--- config.mk ---
export PLATFORM = sky130hd
export DESIGN_NAME = adder_tree_pipe
export DESIGN_NICKNAME = d
export VERILOG_FILES = /design/src/rtl/adder_tree_pipe.sv
export SDC_FILE = /design/constraint.sdc
export NUM_CORES = 1
export LEC_CHECK = 0
export ABC_AREA = 1
export BUFFER_PORTS_ARGS = -buffer_cell sky130_fd_sc_hd__buf_2
export CAP_MARGIN = 20
export CORE_MARGIN = 3
export CORE_UTILIZATION = 62
export DETAILED_ROUTE_END_ITERATION = 12
export PLACE_DENSITY = 0.79
export SYNTH_ARGS = -nofsm -noshare
export SYNTH_HDL_FRONTEND = slang
export SYNTH_SLANG_ARGS = --single-unit
--- constraint.sdc ---
create_clock -name clk -period 2.2 [get_ports clk]
set_input_delay 0.44 -clock clk [delete_from_list [all_inputs] [get_ports clk]]
set_output_delay 0.44 -clock clk [all_outputs]
set_load 0.01 [all_outputs]
--- src/rtl/adder_tree_pipe.sv ---
// Pipelined signed adder tree: per-input negate, binary reduction one level per
// stage, then round-half-up shift and saturation into the output register.
module adder_tree_pipe #(
  parameter int W_IN  = 12,
  parameter int N_IN  = 8,
  parameter int SHIFT = 0,
  parameter int W_OUT = 15
) (
  input  logic                   clk,
  input  logic                   rst_n,
  input  logic                   en,
  input  logic                   in_valid,
  input  logic [N_IN*W_IN-1:0]   in_data,
  input  logic [N_IN-1:0]        in_neg,
  output logic                   out_valid,
  output logic [W_OUT-1:0]       out_data,
  output logic                   out_sat
);

  localparam int LOG2N = $clog2(N_IN);
  localparam int WS    = W_IN + 1 + LOG2N;
  localparam int NODES = 2 * N_IN - 1;

  if ((N_IN < 2) || (N_IN > 16) || ((N_IN & (N_IN - 1)) != 0)) begin : g_bad_n_in
    $error("adder_tree_pipe: N_IN must be a power of two in 2..16");
  end
  if ((W_OUT < 2) || (W_OUT > WS - SHIFT)) begin : g_bad_w_out
    $error("adder_tree_pipe: W_OUT must satisfy 2 <= W_OUT <= WS-SHIFT");
  end
  if ((SHIFT < 0) || (SHIFT > 8)) begin : g_bad_shift
    $error("adder_tree_pipe: SHIFT must be in 0..8");
  end

  // Tree nodes are stored level by level: leaves at 0..N_IN-1, root at NODES-1.
  // Every node is held at WS bits; upper bits of shallow levels are pure sign
  // extension, so each level is effectively W_IN+1+j bits wide.
  function automatic int lvl_base(input int j);
    return 2 * N_IN - ((2 * N_IN) >> j);
  endfunction

  function automatic logic signed [WS:0] round_shift(input logic signed [WS-1:0] s);
    logic signed [WS:0] half;
    logic signed [WS:0] t;
    half = ((WS+1)'(1) << SHIFT) >> 1;
    t    = (WS+1)'(s);
    t    = t + half;
    return t >>> SHIFT;
  endfunction

  function automatic logic [W_OUT:0] saturate(input logic signed [WS:0] r);
    logic signed [WS:0] maxv;
    logic signed [WS:0] minv;
    maxv = ((WS+1)'(1) << (W_OUT - 1)) - (WS+1)'(1);
    minv = -maxv - (WS+1)'(1);
    if (r > maxv)      return {1'b1, maxv[W_OUT-1:0]};
    else if (r < minv) return {1'b1, minv[W_OUT-1:0]};
    else               return {1'b0, r[W_OUT-1:0]};
  endfunction

  logic signed [WS-1:0] node_q [NODES];
  logic signed [WS-1:0] node_d [NODES];
  logic [LOG2N:0]       vld_q, vld_d;
  logic                 out_valid_q, out_valid_d;
  logic [W_OUT-1:0]     out_data_q, out_data_d;
  logic                 out_sat_q, out_sat_d;

  logic signed [W_IN-1:0] leaf_in;
  logic signed [WS-1:0]   leaf_ext;
  logic [W_OUT:0]         sat_res;

  always_comb begin
    node_d      = node_q;
    vld_d       = vld_q;
    out_valid_d = out_valid_q;
    out_data_d  = out_data_q;
    out_sat_d   = out_sat_q;
    leaf_in     = '0;
    leaf_ext    = '0;
    sat_res     = saturate(round_shift(node_q[NODES-1]));

    if (en) begin
      vld_d       = {vld_q[LOG2N-1:0], in_valid};
      out_valid_d = vld_q[LOG2N];

      // stage 0: sign-extend by one bit so negating the most negative input is exact
      for (int k = 0; k < N_IN; k++) begin
        leaf_in   = in_data[k*W_IN +: W_IN];
        leaf_ext  = WS'(leaf_in);
        node_d[k] = in_neg[k] ? -leaf_ext : leaf_ext;
      end

      // stages 1..LOG2N: one pairwise reduction level per register
      for (int j = 1; j <= LOG2N; j++) begin
        for (int k = 0; k < (N_IN >> j); k++) begin
          node_d[lvl_base(j) + k] = node_q[lvl_base(j-1) + 2*k]
                                  + node_q[lvl_base(j-1) + 2*k + 1];
        end
      end

      // final stage: result registers only move on a valid sample
      if (vld_q[LOG2N]) begin
        out_sat_d  = sat_res[W_OUT];
        out_data_d = sat_res[W_OUT-1:0];
      end
    end
  end

  always_ff @(posedge clk or negedge rst_n) begin
    if (!rst_n) begin
      for (int n = 0; n < NODES; n++) node_q[n] <= '0;
      vld_q       <= '0;
      out_valid_q <= 1'b0;
      out_data_q  <= '0;
      out_sat_q   <= 1'b0;
    end else begin
      for (int n = 0; n < NODES; n++) node_q[n] <= node_d[n];
      vld_q       <= vld_d;
      out_valid_q <= out_valid_d;
      out_data_q  <= out_data_d;
      out_sat_q   <= out_sat_d;
    end
  end

  assign out_valid = out_valid_q;
  assign out_data  = out_data_q;
  assign out_sat   = out_sat_q;

endmodule

==> impl_metrics.json <==
{
  "critPathLaunchType": "register",
  "yosys_warnings": 0,
  "num_antenna_cells": 0,
  "place.gp.congestion": 0.895,
  "start_util": 0.638,
  "reg2reg_slack_ps": 360,
  "dieHeight_microns": 176,
  "grt_pass1_vias": 15800,
  "drive_gt1_frac": 0.0759,
  "p_seq_frac": 0.331,
  "hold_slack_ps": 92.9,
  "root_buffer": "clkbuf_16",
  "dieWidth_microns": 176,
  "hpwl_mm": 32.6,
  "track_usage": 0.278,
  "drt-total-wl_mm": 42.6,
  "cp.arrival_ps": 2280,
  "vias_per_cell": 5.25,
  "placed_area_sq_um": 19100,
  "antenna_found_initial": 0,
  "yosysMostFrequentCell": "nand2_1",
  "syn_inst": 2673,
  "power_uw": 20900,
  "clock-sinks": 261,
  "placementRows": 61,
  "cts_resized": 0,
  "clk_latency_ps": 560,
  "status": "finished clean",
  "ys_seq_elements": 261,
  "power.leakage_uw": 0.0115,
  "critical_path_required_ps": 2640,
  "critPathKind": "reg2reg",
  "power.switching_uw": 8430,
  "synth-edff-count": 0,
  "worst_pin_slew_ps": 830,
  "dr.pass1.iters": 6,
  "power.density_nw_per_um2": 1040,
  "path_clk_slew_ps": 60,
  "power.share.clock": 0.247,
  "max_freq_ghz": 0.543,
  "fp.dieArea_sq_um": 31100,
  "cts_htree_levels": 1,
  "drt-initial-drc-count": 1168,
  "ir_worst_vdd_mv": 0.724,
  "setup_violations": 0,
  "relSlewSlack": 0.445,
  "drv_slew": 0,
  "swShare": 0.403,
  "final_util": 0.713,
  "endpoint_kind": "register",
  "grt_pass1_wl_mm": 73.3,
  "ys_seq_area_frac": 0.363,
  "cts-buffers-inserted": 29,
  "syn_area_per_cell_sq_um": 6.74,
  "internal_power_uw": 12500,
  "wire_per_inst_microns": 13.4,
  "grt_start_max_net_pins": 101,
  "nets": 3014,
  "final.setup_skew_ps": 16.9,
  "finalInstanceArea_sq_um": 20100,
  "yosysTopAreaCellShare": 0.363,
  "drc": 0,
  "syn_nets": 2901,
  "cp_max_fo": 4,
  "ys.flop_type": "dfrtp_1",
  "grt_overflow": 0,
  "core_area_sq_um": 28200,
  "fin_setup_tns_ps": 0,
  "async_reset_ff_frac": 1.00,
  "hold_path.class": "in2reg",
  "fill_cells": 2460,
  "synth.area.top_cells": "dfrtp_1, nand2_1, ha_1, inv_1, nand3_1",
  "maxCapViolations": 0,
  "synth_area_sq_um": 18000,
  "timing.final.crit_share": 0.837,
  "port_buffers": 124,
  "ant_nets": 0,
  "netlist_top_cells_count": "nand2_1, inv_1, dfrtp_1",
  "hold_viol": 0,
  "finalCriticalPeriod_ps": 1840,
  "area_delta_synth_final_pct": 11.8,
  "yosysTopAreaCell": "dfrtp_1",
  "cts_buffer_depth": 3,
  "rsz0062_at_grt": "no",
  "via_count": 16700,
  "io_pins": 125,
  "combPwrFrac": 0.422,
  "cts_tree": "done",
  "synth_cell_types": 34
}
-- registers in the layout, summed over array words and instances (netlist names) --
signal / flops
node_q: 240
out_valid: 1
out_data: 15
vld_q: 4
out_sat: 1
-- cells by family after synthesis --
logic type,count (synthesis),share of synthesized area
mux,1,0.000625
compound gates,227,0.0656
buf+inv,415,0.0912
fa+ha+maj,120,0.0863
flops,261,0.363
xor+xnor,83,0.0404
simple gates,1566,0.353
-- power groups by stage --
stage,Combinational [uW],Sequential [uW],Clock (uW)
finish,8830,6940,5160
global route,10200,7060,5420
CTS,8820,6920,5240
detailed placement,8720,6980,0
global placement,8480,6960,0
floorplan,6600,6710,0
-- what timing repair did --
item / in CTS / in global routing
buffers inserted: 0 / 0
endpoints found under the hold margin: 49 / 0
hold buffers: 1 / 0
-- cell usage in the layout (no fill, tap or decap), types with 2 or more instances in the layout --
cell type / count
clkinv_4: 4
clkbuf_16: 29
and2_4: 7
a21oi_1: 67
clkinvlp_4: 3
clkbuf_8: 3
clkbuf_1: 2
clkinv_2: 5
buf_4: 9
ha_1: 113
nand3_1: 197
or2_2: 2
xor2_1: 39
nor3_1: 30
nor2_1: 168
xnor2_1: 44
dfrtp_1: 261
a31oi_1: 19
o21ai_0: 131
inv_1: 350
o21ai_1: 6
nand2_1: 1105
buf_12: 11
nand3b_1: 16
nand2_2: 2
or2_1: 3
buf_2: 122
bufinv_16: 5
or2_0: 15
fa_1: 7
inv_8: 2
nand4_1: 19
-- worst max-delay path: stages, from the launching register on --
cell and delay (ps):
dfrtp_1 390, ha_1 250, fa_1 400, nand2_1 110
nand2_1 80, nand3_1 70, nand2_1 100, or2_0 210
nand3_1 70, nand2_1 60
-- routing by layer --
layer	track usage	wire length, microns	vias to the layer above
met3	0.0318	2260	52
met4	0.0537	668	0
met1	0.398	19800	7684
li1	-	-	8602
met2	0.464	19900	380
met5	0	0	-
-- path summary, 6_finish.rpt --
check                             from          end  cells past startpoint
max                        node_q[176]   node_q[86]                      9
min                           in_valid     vld_q[0]                      3
max reg2reg                node_q[176]   node_q[86]                      9
min reg2reg                out_data[7]  out_data[7]                      2
max in group asynchronous        rst_n   node_q[17]                      3
min in group asynchronous        rst_n  node_q[125]                      2
-- cell type report --
type                            count  area, sq um  share of cell area
Sequential cell                   261         6530               0.324
Clock buffer                       34          774              0.0385
Multi-Input combinational cell   1997         9840               0.489
Timing Repair Buffer              145          935              0.0464
Tap cell                          378          473              0.0235
Inverter                          352         1330              0.0660
Clock inverter                     19          253              0.0126
-- per-stage QoR --
| step | setup slack [ps] | instances |
|---|---|---|
| 5_1_grt | 212 | 3186 |
| 4_1_cts | 371 | 3186 |
| 2_1_floorplan | 516 | 2673 |
| 3_3_place_gp | 447 | 3132 |
| 6_report | 359 | 3186 |
| 3_5_place_dp | 370 | 3132 |
(Power assumes the default switching activity.)
